`src/rtl/matmul_sched_pkg.sv`:
```
// Shared encodings for the GEMM tile-loop scheduler: command opcodes and FSM states.
package matmul_sched_pkg;

  localparam logic [1:0] OP_LOAD_A  = 2'd0;
  localparam logic [1:0] OP_LOAD_W  = 2'd1;
  localparam logic [1:0] OP_COMPUTE = 2'd2;
  localparam logic [1:0] OP_DRAIN   = 2'd3;

  typedef enum logic [2:0] {
    ST_IDLE    = 3'd0,
    ST_ISSUE_A = 3'd1,
    ST_ISSUE_W = 3'd2,
    ST_ISSUE_C = 3'd3,
    ST_ISSUE_D = 3'd4,
    ST_FINISH  = 3'd5
  } state_t;

endpackage

```
`src/rtl/matmul_tile_scheduler_if.sv`:
```
// Command port between the tile scheduler (master) and the matmul sequencer (slave).
interface matmul_tile_scheduler_if #(
  parameter int ARRAY_N    = 8,
  parameter int ARRAY_M    = 8,
  parameter int DEPTH      = 8,
  parameter int ADDR_WIDTH = 10
);
  localparam int ROWS_W  = $clog2(ARRAY_N) + 1;
  localparam int COLS_W  = $clog2(ARRAY_M) + 1;
  localparam int DEPTH_W = $clog2(DEPTH) + 1;

  logic                  cmd_valid;
  logic                  cmd_ready;
  logic [1:0]            cmd_op;
  logic [ADDR_WIDTH-1:0] cmd_addr;
  logic [ROWS_W-1:0]     cmd_rows;
  logic [COLS_W-1:0]     cmd_cols;
  logic [DEPTH_W-1:0]    cmd_depth;
  logic                  cmd_acc_clear;

  modport master (
    output cmd_valid, cmd_op, cmd_addr, cmd_rows, cmd_cols, cmd_depth, cmd_acc_clear,
    input  cmd_ready
  );

  modport slave (
    input  cmd_valid, cmd_op, cmd_addr, cmd_rows, cmd_cols, cmd_depth, cmd_acc_clear,
    output cmd_ready
  );

endinterface

```
`src/rtl/tile_extent_calc.sv`:
```
// Valid extent of one tile along a dimension: min(TILE, total - offset), zero past the end.
module tile_extent_calc #(
  parameter int DW   = 7,
  parameter int TILE = 8,
  parameter int EW   = $clog2(TILE) + 1
) (
  input  logic [DW-1:0] i_total,
  input  logic [DW-1:0] i_offset,
  output logic [EW-1:0] o_extent
);
  localparam logic [DW-1:0] TILE_W = DW'(TILE);

  logic [DW-1:0] w_remain;

  // Remaining elements beyond the tile origin, clamped to one tile.
  always_comb begin
    w_remain = i_total - i_offset;
    if (i_offset >= i_total) begin
      o_extent = EW'(0);
    end else if (w_remain >= TILE_W) begin
      o_extent = EW'(TILE);
    end else begin
      o_extent = w_remain[EW-1:0];
    end
  end

endmodule

```
`src/rtl/matmul_tile_scheduler.sv`:
```
// GEMM tile-loop scheduler: walks m-tiles, n-tiles and k-chunks and issues
// LOAD_A / LOAD_W / COMPUTE / DRAIN commands. Addresses are running sums (no multipliers);
// ARRAY_N and DEPTH are powers of two so the per-tile strides are shifts.
module matmul_tile_scheduler
  import matmul_sched_pkg::*;
#(
  parameter int ARRAY_N    = 8,
  parameter int ARRAY_M    = 8,
  parameter int DEPTH      = 8,
  parameter int ADDR_WIDTH = 10,
  parameter int DIM_WIDTH  = 6
) (
  input  logic                  clk,
  input  logic                  reset_n,
  input  logic                  start,
  input  logic [DIM_WIDTH-1:0]  dim_m,
  input  logic [DIM_WIDTH-1:0]  dim_k,
  input  logic [DIM_WIDTH-1:0]  dim_n,
  input  logic [ADDR_WIDTH-1:0] a_base,
  input  logic [ADDR_WIDTH-1:0] w_base,
  input  logic [ADDR_WIDTH-1:0] o_base,
  output logic                  busy,
  output logic                  done,
  output logic                  err,
  matmul_tile_scheduler_if.master cmd
);
  // Counters carry one extra bit so offset+tile never overflows.
  localparam int CW        = DIM_WIDTH + 1;
  localparam int ROWS_W    = $clog2(ARRAY_N) + 1;
  localparam int COLS_W    = $clog2(ARRAY_M) + 1;
  localparam int DEPTH_W   = $clog2(DEPTH) + 1;
  localparam int LOG_AN    = $clog2(ARRAY_N);
  localparam int LOG_DEPTH = $clog2(DEPTH);

  localparam logic [CW-1:0]         STEP_M   = CW'(ARRAY_N);
  localparam logic [CW-1:0]         STEP_N   = CW'(ARRAY_M);
  localparam logic [CW-1:0]         STEP_K   = CW'(DEPTH);
  localparam logic [ADDR_WIDTH-1:0] ASTEP_AM = ADDR_WIDTH'(ARRAY_M);
  localparam logic [ADDR_WIDTH-1:0] ASTEP_K  = ADDR_WIDTH'(DEPTH);

  state_t                r_state;
  logic [CW-1:0]         r_m, r_k, r_n;
  logic [CW-1:0]         r_m0, r_n0, r_k0;
  logic [ADDR_WIDTH-1:0] r_w_base;
  logic [ADDR_WIDTH-1:0] r_a_row;   // a_base + m0*K
  logic [ADDR_WIDTH-1:0] r_a_cur;   // a_base + m0*K + k0
  logic [ADDR_WIDTH-1:0] r_w_col;   // w_base + n0
  logic [ADDR_WIDTH-1:0] r_w_cur;   // w_base + k0*N + n0
  logic [ADDR_WIDTH-1:0] r_o_row;   // o_base + m0*N

  logic                  r_busy, r_done, r_err;
  logic                  r_cmd_valid;
  logic [1:0]            r_cmd_op;
  logic [ADDR_WIDTH-1:0] r_cmd_addr;
  logic [ROWS_W-1:0]     r_cmd_rows;
  logic [COLS_W-1:0]     r_cmd_cols;
  logic [DEPTH_W-1:0]    r_cmd_depth;
  logic                  r_cmd_acc_clear;

  logic                  w_fire;
  logic [CW-1:0]         w_m_tot, w_k_tot, w_n_tot;
  logic [CW-1:0]         w_m0_adv, w_n0_adv, w_k0_adv;
  logic                  w_last_m, w_last_n, w_last_k;
  logic [CW-1:0]         w_m0_nx, w_n0_nx, w_k0_nx;
  logic [ADDR_WIDTH-1:0] w_a_mstep, w_w_kstep, w_o_mstep;
  logic [ADDR_WIDTH-1:0] w_a_row_nx, w_a_cur_nx, w_w_col_nx;
  logic [ROWS_W-1:0]     w_rows_ext;
  logic [COLS_W-1:0]     w_cols_ext;
  logic [DEPTH_W-1:0]    w_depth_ext;

  // Loop bookkeeping: end-of-loop flags, strides, and counters of the command issued next.
  always_comb begin
    w_fire    = r_cmd_valid && cmd.cmd_ready;
    w_m_tot   = (r_state == ST_IDLE) ? CW'(dim_m) : r_m;
    w_k_tot   = (r_state == ST_IDLE) ? CW'(dim_k) : r_k;
    w_n_tot   = (r_state == ST_IDLE) ? CW'(dim_n) : r_n;
    w_m0_adv  = r_m0 + STEP_M;
    w_n0_adv  = r_n0 + STEP_N;
    w_k0_adv  = r_k0 + STEP_K;
    w_last_m  = (w_m0_adv >= r_m);
    w_last_n  = (w_n0_adv >= r_n);
    w_last_k  = (w_k0_adv >= r_k);
    w_a_mstep = ADDR_WIDTH'(r_k) << LOG_AN;
    w_w_kstep = ADDR_WIDTH'(r_n) << LOG_DEPTH;
    w_o_mstep = ADDR_WIDTH'(r_n) << LOG_AN;
    w_a_row_nx = r_a_row + w_a_mstep;
    w_a_cur_nx = r_a_cur + ASTEP_K;
    w_w_col_nx = r_w_col + ASTEP_AM;
    w_m0_nx   = r_m0;
    w_n0_nx   = r_n0;
    w_k0_nx   = r_k0;
    case (r_state)
      ST_IDLE: begin
        w_m0_nx = CW'(0);
        w_n0_nx = CW'(0);
        w_k0_nx = CW'(0);
      end
      ST_ISSUE_C: begin
        if (!w_last_k) begin
          w_k0_nx = w_k0_adv;
        end else begin
          w_k0_nx = r_k0;
        end
      end
      ST_ISSUE_D: begin
        w_k0_nx = CW'(0);
        if (!w_last_n) begin
          w_n0_nx = w_n0_adv;
        end else begin
          w_n0_nx = CW'(0);
          w_m0_nx = w_m0_adv;
        end
      end
      default: begin
        w_k0_nx = r_k0;
      end
    endcase
  end

  tile_extent_calc #(.DW(CW), .TILE(ARRAY_N)) u_rows_ext (
    .i_total(w_m_tot), .i_offset(w_m0_nx), .o_extent(w_rows_ext)
  );

  tile_extent_calc #(.DW(CW), .TILE(ARRAY_M)) u_cols_ext (
    .i_total(w_n_tot), .i_offset(w_n0_nx), .o_extent(w_cols_ext)
  );

  tile_extent_calc #(.DW(CW), .TILE(DEPTH)) u_depth_ext (
    .i_total(w_k_tot), .i_offset(w_k0_nx), .o_extent(w_depth_ext)
  );

  // Scheduler FSM: loads the next command's fields into the output registers on each handshake.
  always_ff @(posedge clk) begin
    if (!reset_n) begin
      r_state         <= ST_IDLE;
      r_m             <= CW'(0);
      r_k             <= CW'(0);
      r_n             <= CW'(0);
      r_m0            <= CW'(0);
      r_n0            <= CW'(0);
      r_k0            <= CW'(0);
      r_w_base        <= ADDR_WIDTH'(0);
      r_a_row         <= ADDR_WIDTH'(0);
      r_a_cur         <= ADDR_WIDTH'(0);
      r_w_col         <= ADDR_WIDTH'(0);
      r_w_cur         <= ADDR_WIDTH'(0);
      r_o_row         <= ADDR_WIDTH'(0);
      r_busy          <= 1'b0;
      r_done          <= 1'b0;
      r_err           <= 1'b0;
      r_cmd_valid     <= 1'b0;
      r_cmd_op        <= OP_LOAD_A;
      r_cmd_addr      <= ADDR_WIDTH'(0);
      r_cmd_rows      <= ROWS_W'(0);
      r_cmd_cols      <= COLS_W'(0);
      r_cmd_depth     <= DEPTH_W'(0);
      r_cmd_acc_clear <= 1'b0;
    end else begin
      if (w_fire) begin
        r_m0        <= w_m0_nx;
        r_n0        <= w_n0_nx;
        r_k0        <= w_k0_nx;
        r_cmd_rows  <= w_rows_ext;
        r_cmd_cols  <= w_cols_ext;
        r_cmd_depth <= w_depth_ext;
      end
      case (r_state)
        ST_IDLE: begin
          r_done <= 1'b0;
          r_err  <= 1'b0;
          if (start) begin
            r_m      <= CW'(dim_m);
            r_k      <= CW'(dim_k);
            r_n      <= CW'(dim_n);
            r_w_base <= w_base;
            r_busy   <= 1'b1;
            if ((dim_m == DIM_WIDTH'(0)) || (dim_k == DIM_WIDTH'(0)) || (dim_n == DIM_WIDTH'(0))) begin
              r_state <= ST_FINISH;
              r_done  <= 1'b1;
              r_err   <= 1'b1;
            end else begin
              r_state         <= ST_ISSUE_A;
              r_m0            <= CW'(0);
              r_n0            <= CW'(0);
              r_k0            <= CW'(0);
              r_a_row         <= a_base;
              r_a_cur         <= a_base;
              r_w_col         <= w_base;
              r_w_cur         <= w_base;
              r_o_row         <= o_base;
              r_cmd_valid     <= 1'b1;
              r_cmd_op        <= OP_LOAD_A;
              r_cmd_addr      <= a_base;
              r_cmd_rows      <= w_rows_ext;
              r_cmd_cols      <= w_cols_ext;
              r_cmd_depth     <= w_depth_ext;
              r_cmd_acc_clear <= 1'b0;
            end
          end
        end
        ST_ISSUE_A: begin
          if (w_fire) begin
            r_state    <= ST_ISSUE_W;
            r_cmd_op   <= OP_LOAD_W;
            r_cmd_addr <= r_w_cur;
          end
        end
        ST_ISSUE_W: begin
          if (w_fire) begin
            r_state         <= ST_ISSUE_C;
            r_cmd_op        <= OP_COMPUTE;
            r_cmd_addr      <= ADDR_WIDTH'(0);
            r_cmd_acc_clear <= (r_k0 == CW'(0));
          end
        end
        ST_ISSUE_C: begin
          if (w_fire) begin
            r_cmd_acc_clear <= 1'b0;
            if (!w_last_k) begin
              r_state    <= ST_ISSUE_A;
              r_cmd_op   <= OP_LOAD_A;
              r_cmd_addr <= w_a_cur_nx;
              r_a_cur    <= w_a_cur_nx;
              r_w_cur    <= r_w_cur + w_w_kstep;
            end else begin
              r_state    <= ST_ISSUE_D;
              r_cmd_op   <= OP_DRAIN;
              r_cmd_addr <= r_o_row + ADDR_WIDTH'(r_n0);
            end
          end
        end
        ST_ISSUE_D: begin
          if (w_fire) begin
            if (w_last_n && w_last_m) begin
              r_state     <= ST_FINISH;
              r_cmd_valid <= 1'b0;
              r_done      <= 1'b1;
            end else if (w_last_n) begin
              // Next row of output tiles: step A and C rows, restart W at column 0.
              r_state    <= ST_ISSUE_A;
              r_cmd_op   <= OP_LOAD_A;
              r_cmd_addr <= w_a_row_nx;
              r_a_row    <= w_a_row_nx;
              r_a_cur    <= w_a_row_nx;
              r_w_col    <= r_w_base;
              r_w_cur    <= r_w_base;
              r_o_row    <= r_o_row + w_o_mstep;
            end else begin
              // Next tile in the same row: rewind A to the row start, step W columns.
              r_state    <= ST_ISSUE_A;
              r_cmd_op   <= OP_LOAD_A;
              r_cmd_addr <= r_a_row;
              r_a_cur    <= r_a_row;
              r_w_col    <= w_w_col_nx;
              r_w_cur    <= w_w_col_nx;
            end
          end
        end
        ST_FINISH: begin
          r_state <= ST_IDLE;
          r_done  <= 1'b0;
          r_err   <= 1'b0;
          r_busy  <= 1'b0;
        end
        default: begin
          r_state     <= ST_IDLE;
          r_cmd_valid <= 1'b0;
          r_busy      <= 1'b0;
          r_done      <= 1'b0;
          r_err       <= 1'b0;
        end
      endcase
    end
  end

  assign busy              = r_busy;
  assign done              = r_done;
  assign err               = r_err;
  assign cmd.cmd_valid     = r_cmd_valid;
  assign cmd.cmd_op        = r_cmd_op;
  assign cmd.cmd_addr      = r_cmd_addr;
  assign cmd.cmd_rows      = r_cmd_rows;
  assign cmd.cmd_cols      = r_cmd_cols;
  assign cmd.cmd_depth     = r_cmd_depth;
  assign cmd.cmd_acc_clear = r_cmd_acc_clear;

endmodule
```
`src/flat_wrapper.sv`:
```
// flat-port wrapper written by rule: the top's interface ports become plain ports
module matmul_tile_scheduler_flat import matmul_sched_pkg::*;
#(
  parameter int ARRAY_N    = 8,
  parameter int ARRAY_M    = 8,
  parameter int DEPTH      = 8,
  parameter int ADDR_WIDTH = 10,
  parameter int DIM_WIDTH  = 6
)
  (clk, reset_n, start, dim_m, dim_k, dim_n, a_base, w_base, o_base, busy, done, err, cmd_cmd_valid, cmd_cmd_op, cmd_cmd_addr, cmd_cmd_rows, cmd_cmd_cols, cmd_cmd_depth, cmd_cmd_acc_clear, cmd_cmd_ready);
  matmul_tile_scheduler_if #(.ARRAY_N(ARRAY_N), .ARRAY_M(ARRAY_M), .DEPTH(DEPTH), .ADDR_WIDTH(ADDR_WIDTH)) cmd_i ();
  input  logic clk;
  input  logic reset_n;
  input  logic start;
  input  logic [DIM_WIDTH-1:0] dim_m;
  input  logic [DIM_WIDTH-1:0] dim_k;
  input  logic [DIM_WIDTH-1:0] dim_n;
  input  logic [ADDR_WIDTH-1:0] a_base;
  input  logic [ADDR_WIDTH-1:0] w_base;
  input  logic [ADDR_WIDTH-1:0] o_base;
  output logic busy;
  output logic done;
  output logic err;
  output wire logic [$bits(cmd_i.cmd_valid)-1:0] cmd_cmd_valid;
  output wire logic [$bits(cmd_i.cmd_op)-1:0] cmd_cmd_op;
  output wire logic [$bits(cmd_i.cmd_addr)-1:0] cmd_cmd_addr;
  output wire logic [$bits(cmd_i.cmd_rows)-1:0] cmd_cmd_rows;
  output wire logic [$bits(cmd_i.cmd_cols)-1:0] cmd_cmd_cols;
  output wire logic [$bits(cmd_i.cmd_depth)-1:0] cmd_cmd_depth;
  output wire logic [$bits(cmd_i.cmd_acc_clear)-1:0] cmd_cmd_acc_clear;
  input wire logic [$bits(cmd_i.cmd_ready)-1:0] cmd_cmd_ready;
  assign cmd_cmd_valid = cmd_i.cmd_valid;
  assign cmd_cmd_op = cmd_i.cmd_op;
  assign cmd_cmd_addr = cmd_i.cmd_addr;
  assign cmd_cmd_rows = cmd_i.cmd_rows;
  assign cmd_cmd_cols = cmd_i.cmd_cols;
  assign cmd_cmd_depth = cmd_i.cmd_depth;
  assign cmd_cmd_acc_clear = cmd_i.cmd_acc_clear;
  assign cmd_i.cmd_ready = cmd_cmd_ready;
  matmul_tile_scheduler #(.ARRAY_N(ARRAY_N), .ARRAY_M(ARRAY_M), .DEPTH(DEPTH), .ADDR_WIDTH(ADDR_WIDTH), .DIM_WIDTH(DIM_WIDTH)) u_core (.clk(clk), .reset_n(reset_n), .start(start), .dim_m(dim_m), .dim_k(dim_k), .dim_n(dim_n), .a_base(a_base), .w_base(w_base), .o_base(o_base), .busy(busy), .done(done), .err(err), .cmd(cmd_i));
endmodule
```
`config.mk`:
```
export PLATFORM = sky130hd
export DESIGN_NAME = matmul_tile_scheduler_flat
export DESIGN_NICKNAME = d
export VERILOG_FILES = /design/src/rtl/matmul_sched_pkg.sv /design/src/rtl/matmul_tile_scheduler_if.sv /design/src/rtl/tile_extent_calc.sv /design/src/rtl/matmul_tile_scheduler.sv /design/src/flat_wrapper.sv
export SDC_FILE = /design/constraint.sdc
export NUM_CORES = 1
export LEC_CHECK = 0
export BUFFER_PORTS_ARGS = -buffer_cell sky130_fd_sc_hd__buf_2
export CAP_MARGIN = 20
export CORE_MARGIN = 2
export CORE_UTILIZATION = 60
export CTS_CLUSTER_SIZE = 25
export DETAILED_ROUTE_END_ITERATION = 16
export PLACE_DENSITY = 0.81
export SYNTH_ARGS = -nofsm -noshare
export SYNTH_HDL_FRONTEND = slang
export SYNTH_SLANG_ARGS = --single-unit
```
`constraint.sdc`:
```
create_clock -name clk -period 5 [get_ports clk]
set_input_delay 0.75 -clock clk [delete_from_list [all_inputs] [get_ports clk]]
set_output_delay 0.75 -clock clk [all_outputs]
set_load 0.02 [all_outputs]
```
==> metrics, run 1 <==
run status completed; Worst Setup End Kind register; share of the synthesized area in the top cell type 0.3030; Pleak 4.067 nW; PwrDens 335.6 nW/um^2; Tcrit/Tclk final 0.8558; clk_skew 0.01248 ns; maximum vdd drop 0.0003381 V; CTS tree built; Starting Density 0.6187; HPWL Detailed 18.02 mm; Max clock buf depth 2; cells along the critical path ha_1, xor2_1, ha_1, a221oi_2, o21a_1, nand2_1, a21oi_1, ha_1, inv_1, fa_1, a21o_1, a21oi_1, a22oi_1, or4_1, nor3_1, a22o_1; Fmax 233.7 MHz; Synth Instances 1124; Final Max Slew Viols 0; dpl cells 1334; Yosys cell types 71; gr ovfl total 0; drt total wl 25.85 mm; Fillers 1196; setup TNS 0 ns; Synth area leaders dfxtp_1, ha_1, nand2_1; non-filler instance count after layout 1368; max_cap viols 0; endpoints failing setup 0; number of cells on the worst reg-to-reg path 16; Die H 124.1 um; CTS Buf Count 17; Worst-path clk slew 0.06 ns; EDFF count, synth 0; syn_nets 1249; GRT Total Usage 0.3433; YS warnings 0; FP Rows 43; drc violations 0; Detail Route Antenna Nets 0; WP depth 16; Seq cells post-synth 131; FFs w/ async S/R, synth 0; Hold Path Origin u_core.r_w_base[0]; Reg2Reg Setup Slack 0.72 ns; n_diodes 0; # H-tree levels 4; Synth top cells by count nand2_1, dfxtp_1, a21oi_1; routability cong. 0.9555; postcts setup bufs 0; min cycle time layout 4.279 ns; Root Driver clkbuf_16; actual slew at the worst max-slew pin 1.032 ns; Synth Cell Area 8655 um^2; FF-to-FF End u_core.cmd.cmd_cols[0]; Post-CTS Resized 0; Critical Path Sink u_core.cmd.cmd_cols[0]; hold_buf cts 0; DR vias 8785; Synth Area per Inst 7.700 um^2; core area 13990 um^2; total iterations of the first detailed-routing run 6; chip width 124.1 um; register area share after synthesis 0.3030; area post-placement 9133 um^2; share of cells above drive strength 1 0.1338; first-pass GRT wire length 40.57 mm; largest net degree at the start of global routing 60; delay-heaviest family, CP compound AO/OA/AOI/OAI gates; DR iter-0 viols 881; Max FO, Critical Path 9; Finished Core Util 0.6997; CP startpoint kind register; IO Count 81; initial antenna violation count 0; RSZ-0062 raised after global routing no; most numerous cell in the Yosys netlist nand2_1; RR Startpoint u_core.r_n0[3]; HP Class register to register; fin area 9788 um^2; most used cell, CP ha_1; vias in the first global route 8184; Worst Path Buf+Inv 1; slowest CP cell or4_1; critical path type register to register; WL per Instance 18.89 um; Area growth, synth to finish 13.10%; area leader, netlist dfxtp_1; Die Area 15400 um^2; overall power 0.003284 W; Via density 6.422; Critical path origin u_core.r_n0[3]; Crit path largest cell delay 0.54 ns; Final Hold Viols 0; worst-skew pair later-pin latency 0.44 ns; WP data required 5.37 ns; Main synth FF type dfxtp_1; clk sink count 131; CP Data Arrival Time 4.65 ns; quantity of I/O buffers inserted on ports 80; Max-slew headroom 0.3122; Nets 1300
[flip-flops by register name (all words and copies together), names as in the netlist, 2 cells and up]
register,cells
u_core.cmd.cmd_addr,10
u_core.cmd.cmd_cols,4
u_core.cmd.cmd_depth,4
u_core.cmd.cmd_op,2
u_core.cmd.cmd_rows,4
u_core.r_a_cur,10
u_core.r_a_row,10
u_core.r_k,6
u_core.r_k0,7
u_core.r_m,6
u_core.r_m0,7
u_core.r_n,6
u_core.r_n0,7
u_core.r_o_row,10
u_core.r_state,3
u_core.r_w_base,10
u_core.r_w_col,10
u_core.r_w_cur,10
[through the flow]
| step | hold slack [ns] | setup slack [ns] |
|---|---|---|
| 2_1_floorplan | 0.4362 | 0.7742 |
| 3_3_place_gp | 0.4432 | 0.9468 |
| 3_5_place_dp | 0.4468 | 0.7961 |
| 4_1_cts | 0.4557 | 0.7640 |
| 5_1_grt | 0.4761 | 0.5145 |
| 6_report | 0.4544 | 0.7209 |
[worst register-to-register path, stage by stage (launching register included)]
cell      delay, ns
dfxtp_1        0.49
ha_1           0.33
xor2_1         0.18
ha_1           0.28
a221oi_2       0.27
o21a_1         0.18
nand2_1        0.14
a21oi_1        0.19
ha_1           0.19
inv_1          0.06
fa_1           0.39
a21o_1         0.17
a21oi_1        0.17
a22oi_1        0.11
or4_1          0.54
nor3_1         0.34
a22o_1         0.19
[cells in the final DEF, fill, tap and decap left out, types with 17 or more instances in the layout]
cell type and count:
o21ai_0 90, nor3_1 21, a22o_1 18, a21oi_1 107, xor2_1 20, a211oi_1 22
inv_1 38, ha_1 66, buf_2 80, dfxtp_1 131, nor2_1 75, a21o_1 19
buf_4 20, clkbuf_16 17, nand2_1 182, nand3_1 30, a31oi_1 29
[cell families (layout without fill, tap and decap cells)]
logic type | count (synthesis) | count (layout) | synth area share
flops | 131 | 131 | 0.3030
xor+xnor | 32 | 32 | 0.03238
fa+ha+maj | 73 | 73 | 0.1116
mux | 14 | 14 | 0.01648
buf+inv | 108 | 172 | 0.05074
compound gates | 385 | 385 | 0.2899
simple gates | 381 | 381 | 0.1959
[how the worst min path moves through the flow]
stage | endpoint | slack, ns | cells past startpoint
5_1_grt | u_core.r_m[2] | 0.48 | 2
6_report | u_core.r_w_base[0] | 0.45 | 2
3_3_place_gp | u_core.r_m[4] | 0.44 | 2
4_1_cts | u_core.r_w_base[4] | 0.46 | 2
2_1_floorplan | u_core.r_o_row[0] | 0.44 | 2
3_5_place_dp | u_core.r_w_base[4] | 0.45 | 2
[area by class of cell]
class,instances,area [um^2],area share
timing repair buffer,101,565.5,0.05778
clock inverter,8,121.4,0.01240
tap,180,225.2,0.02301
sequential,131,2623,0.2679
clock buffer,24,511.7,0.05228
multi-input combinational,885,5595,0.5716
inverter,39,146.4,0.01496
[per-layer routing]
layer	routed length, um	share of wire	vias up	global-route usage
met5	0	0	-	0
li1	-	-	4176	-
met3	2449	0.095	87	0.07418
met2	11720	0.45	445	0.5420
met4	938	0.036	0	0.1482
met1	10730	0.42	4077	0.4524
[where the power goes]
group	switching (W)	internal, W	leakage [nW]
clock	0.000478	0.000862	0.312
sequential	0.0000810	0.00113	1.07
combinational	0.000461	0.000277	2.68
total	0.00102	0.00226	4.07
Note: power is estimated with default switching activity, not from simulation.
==> run 2, diff against run 1 <==
--- a/config.mk
+++ b/config.mk
@@ -11,7 +11,9 @@
 export CORE_UTILIZATION = 60
 export CTS_CLUSTER_SIZE = 25
 export DETAILED_ROUTE_END_ITERATION = 16
-export PLACE_DENSITY = 0.81
+export GPL_ROUTABILITY_DRIVEN = 0
+export PLACE_DENSITY = 0.8
 export SYNTH_ARGS = -nofsm -noshare
 export SYNTH_HDL_FRONTEND = slang
+export SYNTH_HIERARCHICAL = 1
 export SYNTH_SLANG_ARGS = --single-unit
==> metrics, run 2 <==
RSZ-0062 raised after global routing no; Final Max Slew Viols 0 (unchanged); area leader, netlist dfxtp_1; YS warnings 6 (+6); cells along the critical path ha_1, ha_1, a21o_1, a21oi_2, o211a_1, buf_4, nand2_1, nand2_1, and2_1, inv_1, ha_1, nor2b_4, o31a_1, o211a_1, o21ai_1, nor3_1, mux2i_1, nor2_1; most used cell, CP ha_1; PwrDens 318.8 nW/um^2 (-5.0%); Worst-path clk slew 0.06 ns (about the same); Setup WS post-layout 0.8235 ns (+0.1026 ns); Pleak 4.392 nW (+8.0%); Tcrit/Tclk final 0.8353 (-0.02051); n_diodes 0 (unchanged); max_cap viols 0 (unchanged); Final Hold Viols 0 (unchanged); Root Driver clkbuf_16; grt peak-use layer met2; Crit path largest cell delay 0.48 ns (-0.06 ns); Starting Density 0.6107 (-0.008037); Max-slew headroom 0.3062 (-0.005999); maximum vdd drop 0.0002575 V (-24%); CP startpoint kind register; share of cells above drive strength 1 0.1405 (+0.006651); quantity of I/O buffers inserted on ports 80 (unchanged); CTS tree built; drc violations 0 (unchanged); Yosys cell types 80 (+13%); slowest CP cell dfxtp_1; clk_skew 0.009799 ns (-0.002685 ns); min cycle time layout 4.177 ns (-0.1026 ns); DR vias 9166 (+4.3%); share of the synthesized area in the top cell type 0.2835 (-0.01947); HPWL Detailed 18.85 mm (+4.6%); IO Count 81 (unchanged); Die Area 16420 um^2 (+6.6%); Detail Route Antenna Nets 0 (unchanged); Finished Core Util 0.6780 (-0.02175); Synth Instances 1198 (+6.6%); hold_buf cts 0 (unchanged); met3 Use GR 0.06427 (-0.009902); postcts setup bufs 0 (unchanged); worst-skew pair later-pin latency 0.43 ns (about the same); most numerous cell in the Yosys netlist nand2_1; most frequent cells in the layout nand2_1, dfxtp_1, a21oi_1; EDFF count, synth 0 (unchanged); vias in the first global route 8387 (+2.5%); Die H 128.2 um (+3.3%); register area share after synthesis 0.2835 (-0.01947); Synth area leaders dfxtp_1, ha_1, nand2_1; met1 Usage GRT 0.4240 (-0.02838); gr ovfl total 0 (unchanged); Fmax 239.4 MHz (+2.5%); largest net degree at the start of global routing 47 (-22%); Synth Area per Inst 7.720 um^2 (+0.27%); Area growth, synth to finish 11.03%; Synth Cell Area 9249 um^2 (+6.9%); Placement Setup Slack 0.9512 ns (+0.1551 ns); # H-tree levels 4 (unchanged); WL per Instance 18.03 um (-4.6%); HP Class register to register; drt total wl 26.24 mm (+1.5%); setup TNS 0 ns (unchanged); Seq cells post-synth 131 (unchanged); chip width 128.2 um (+3.3%); core area 15150 um^2 (+8.3%); Synth top cells by count nand2_1, dfxtp_1, a21oi_1; actual slew at the worst max-slew pin 1.037 ns (+0.005629 ns); FFs w/ async S/R, synth 0 (unchanged); Max FO, Critical Path 22 (+13); met2 Usage GRT 0.5105 (-0.03147); run status completed; endpoints failing setup 0 (unchanged); WP data required 5.30 ns (-0.07 ns); commonest non-fill, non-tap cell in the layout nand2_1; overall power 0.003274 W (-0.33%); GRT Total Usage 0.3224 (-0.02089); clk sink count 131 (unchanged); Via density 6.300 (-1.9%); critical path type register to register; total iterations of the first detailed-routing run 6 (unchanged); FP Rows 45 (+4.7%); Post-CTS Resized 0 (unchanged); initial antenna violation count 0 (unchanged); Worst Setup End Kind register; Main synth FF type dfxtp_1; CTS Buf Count 17 (unchanged); Max clock buf depth 2 (unchanged); DR iter-0 viols 1017 (+15%); first-pass GRT wire length 41.95 mm (+3.4%); Nets 1382 (+6.3%); CP Data Arrival Time 4.47 ns (-0.18 ns)
-- run 2: cell count changes after synthesis, moves of 10 or more --
cell	before	now
a22o_1	18	2
o21ai_1	1	12
nand2_1	182	167
o21ai_0	91	80
inv_1	39	63
clkbuf_1	44	33
a21oi_1	107	117
nor2_1	76	111
a31oi_1	29	13
mux2i_1	12	31
-- run 2: final timing paths --
path | start | end | slack [ns] | depth (start not counted)
max | u_core/r_n0[3] | u_core/cmd.cmd_cols[1] | 0.82 | 18
min | u_core/r_m[1] | u_core/r_m[1] | 0.45 | 2
max reg2reg | u_core/r_n0[3] | u_core/cmd.cmd_cols[1] | 0.82 | 18
min reg2reg | u_core/r_m[1] | u_core/r_m[1] | 0.45 | 2
-- run 2: report_power, final --
part           total [W]  switching (W)  internal (W)
combinational   0.000895       0.000558      0.000337
sequential       0.00120      0.0000752       0.00113
clock            0.00118       0.000473      0.000704
total            0.00327        0.00111       0.00217
-- run 2: logic make-up after synthesis --
| kind of cell | synth area share |
|---|---|
| multiplexers | 0.03598 |
| buffers and inverters | 0.05898 |
| other | 0.0004055 |
| XOR/XNOR | 0.03571 |
| AO/OA/AOI/OAI | 0.2570 |
| flip-flops | 0.2836 |
| AND/OR/NAND/NOR | 0.2198 |
| adder cells (fa/ha/maj) | 0.1085 |
-- run 2: layer usage --
| layer | part of all wire | up-vias |
|---|---|---|
| met5 | 0 | - |
| met4 | 0.037 | 0 |
| met3 | 0.090 | 83 |
| met2 | 0.45 | 487 |
| met1 | 0.43 | 4233 |
| li1 | - | 4363 |
-- run 2: final cells by class --
| class | instances | area, um^2 |
|---|---|---|
| repair buffers | 98 | 535.5 |
| well taps | 188 | 235.2 |
| flip-flops and latches | 131 | 2623 |
| fillers | 1283 | 4877 |
| clock buffers | 22 | 464.2 |
| multi-input cells | 943 | 6091 |
| clock inverters | 10 | 83.83 |
| inverters | 63 | 236.5 |
-- run 2: critical path, delay by kind of cell (launching register included) --
| kind | cells | cell delay, ns |
|---|---|---|
| AOI/OAI and AO/OA | 6 | 1.30 |
| adders and majority gates | 3 | 0.94 |
| and+or+nand+nor | 6 | 0.84 |
| DFF | 1 | 0.48 |
| buffers and inverters | 2 | 0.32 |
| muxes | 1 | 0.14 |
-- run 2: per-stage QoR --
stage,hold slack [ns],instances,instance area [um^2]
after global placement,0.4423,1423,9721
final,0.4523,1455,10270
after detailed placement,0.4414,1423,9721
after CTS,0.4542,1455,10270
after floorplan,0.4318,1200,9256
after global routing,0.4685,1455,10270
==> run 3, diff against run 2 <==
--- a/config.mk
+++ b/config.mk
@@ -8,11 +8,11 @@
 export BUFFER_PORTS_ARGS = -buffer_cell sky130_fd_sc_hd__buf_2
 export CAP_MARGIN = 20
 export CORE_MARGIN = 2
-export CORE_UTILIZATION = 60
+export CORE_UTILIZATION = 55
 export CTS_CLUSTER_SIZE = 25
 export DETAILED_ROUTE_END_ITERATION = 16
 export GPL_ROUTABILITY_DRIVEN = 0
-export PLACE_DENSITY = 0.8
+export PLACE_DENSITY = 0.77
 export SYNTH_ARGS = -nofsm -noshare
 export SYNTH_HDL_FRONTEND = slang
 export SYNTH_HIERARCHICAL = 1
==> constraint.sdc (replaced) <==
create_clock -name clk -period 3.6 [get_ports clk]
set_input_delay 0.54 -clock clk [delete_from_list [all_inputs] [get_ports clk]]
set_output_delay 0.54 -clock clk [all_outputs]
set_load 0.02 [all_outputs]
==> metrics, run 3 (synthesized netlist as in run 2, its figures left out) <==
run status completed; most frequent cells in the layout nand2_1, dfxtp_1, a21oi_1; core area 16520 um^2 (+9.1%); Worst-path clk slew 0.06 ns (about the same); CTS Buf Count 17 (unchanged); slowest CP cell dfxtp_1; quantity of I/O buffers inserted on ports 80 (unchanged); drt total wl 28.08 mm (+7.0%); # H-tree levels 4 (unchanged); HPWL Detailed 19.76 mm (+4.8%); Pleak 4.551 nW (+3.6%); Fmax 282.8 MHz (+18%); setup TNS 0 ns (unchanged); Starting Density 0.5597 (-0.05095); Min Hold Slack 0.3432 ns (-0.1091 ns); vias in the first global route 8451 (+0.76%); largest net degree at the start of global routing 47 (unchanged); FF-to-FF End u_core/cmd.cmd_cols[1]; RR Startpoint u_core/r_n0[3]; Critical path origin u_core/r_n0[3]; Final Max Slew Viols 0 (unchanged); endpoints failing setup 0 (unchanged); PwrDens 439.2 nW/um^2 (+38%); Reg2Reg Setup Slack 0.06 ns (-0.76 ns); clk_skew 0.008868 ns (-0.0009306 ns); number of cells on the worst reg-to-reg path 16 (-2); max_cap viols 0 (unchanged); cells along the critical path ha_1, ha_1, a21o_1, a21oi_2, o211a_4, nand2_2, a21oi_2, inv_1, ha_1, nor2b_1, a21bo_2, nor3_4, o21ai_4, nor3_1, mux2i_1, nor2_1; overall power 0.004690 W (+43%); Max clock buf depth 2 (unchanged); WL per Instance 18.57 um (+3.0%); Critical Path Sink u_core/cmd.cmd_cols[1]; CP startpoint kind register; non-filler instance count after layout 1512 (+3.9%); Max FO, Critical Path 4 (-82%); drc violations 0 (unchanged); DR vias 9314 (+1.6%); most used cell, CP ha_1; commonest non-fill, non-tap cell in the layout nand2_1; hold_buf cts 0 (unchanged); hold depth 3 (+1); total iterations of the first detailed-routing run 6 (unchanged); Via density 6.160 (-2.2%); Area growth, synth to finish 15.46%; min cycle time layout 3.536 ns (-0.6405 ns); IO Count 81 (unchanged); Finished Core Util 0.6462 (-0.03174); initial antenna violation count 0 (unchanged); GRT Total Usage 0.3040 (-0.01849); Tcrit/Tclk final 0.9822 (+0.1469); maximum vdd drop 0.0003551 V (+38%); RSZ-0062 raised after global routing yes; clk sink count 131 (unchanged); critical path type register to register; first-pass GRT wire length 43.24 mm (+3.1%); WP data required 3.96 ns (-1.34 ns); actual slew at the worst max-slew pin 0.9355 ns (-0.1018 ns); share of cells above drive strength 1 0.1780 (+0.03753); gr ovfl total 0 (unchanged); FP Rows 47 (+4.4%); Root Driver clkbuf_16; Die Area 17870 um^2 (+8.8%); worst-skew pair later-pin latency 0.43 ns (about the same); chip width 133.7 um (+4.3%); Max-slew headroom 0.3736 (+0.06739); Final Hold Viols 0 (unchanged); dpl cells 1475 (+3.7%); Worst Setup End Kind register; CP Data Arrival Time 3.89 ns (-0.58 ns); HP Class primary input to register; Nets 1408 (+1.9%); DR iter-0 viols 1046 (+2.9%); CTS tree built; Detail Route Antenna Nets 0 (unchanged); Crit path largest cell delay 0.32 ns (-0.16 ns); n_diodes 0 (unchanged); Die H 133.7 um (+4.3%)
-- run 3: through the flow --
step           instance area (um^2)  worst slack (ns)
5_1_grt                       10680          -0.08627
6_report                      10680           0.06397
2_1_floorplan                  9260           0.02252
3_3_place_gp                   9915            0.1469
4_1_cts                       10490           0.04157
3_5_place_dp                   9915          -0.02298
-- run 3: routing by layer --
metal / part of all wire / wire (um) / global-route usage / vias up
met3: 0.081 / 2287 / 0.05898 / 69
met4: 0.034 / 952 / 0.1277 / 0
li1: - / - / - / 4427
met5: 0 / 0 / 0 / -
met2: 0.45 / 12710 / 0.4848 / 489
met1: 0.43 / 12130 / 0.4033 / 4329
-- run 3: timing repair --
| action | CTS | global route |
|---|---|---|
| pin swaps | 0 | 5 |
| gates resized for setup | 3 | 30 |
| setup endpoints to repair | 3 | 12 |
| cloned | 0 | 1 |
| setup buffers | 0 | 5 |
-- run 3: worst min path at each step --
stage | startpoint | to | slack (ns)
floorplan | u_core/r_w_cur[0] | u_core/r_w_cur[0] | 0.43
global route | o_base[0] | u_core/r_o_row[0] | 0.37
finish | o_base[0] | u_core/r_o_row[0] | 0.34
CTS | o_base[0] | u_core/r_o_row[0] | 0.33
detailed placement | u_core/cmd.cmd_op[1] | u_core/cmd.cmd_op[1] | 0.44
global placement | u_core/r_w_col[2] | u_core/r_w_col[2] | 0.44
-- run 3: area by class of cell --
| class | count | area, um^2 |
|---|---|---|
| inverter | 63 | 236.5 |
| timing repair buffer | 124 | 760.7 |
| clock inverter | 14 | 131.4 |
| fill | 1439 | 5846 |
| multi-input combinational | 943 | 6225 |
| clock buffer | 17 | 425.4 |
| sequential | 131 | 2625 |
| tap | 220 | 275.3 |
-- run 3: report_power, final --
group | internal [W] | leakage [nW] | total (W) | switching, W
combinational | 0.000529 | 3.21 | 0.00136 | 0.000833
sequential | 0.00156 | 1.07 | 0.00166 | 0.0000931
clock | 0.000953 | 0.263 | 0.00167 | 0.000717
-- run 3: critical path, delay by kind of cell, from the launching register on --
kind | cells | cell delay (ns)
AO/OA/AOI/OAI | 6 | 1.22
adder cells (fa/ha/maj) | 3 | 0.93
buffers and inverters | 1 | 0.07
flip-flops | 1 | 0.32
multiplexers | 1 | 0.10
AND/OR/NAND/NOR | 5 | 0.82
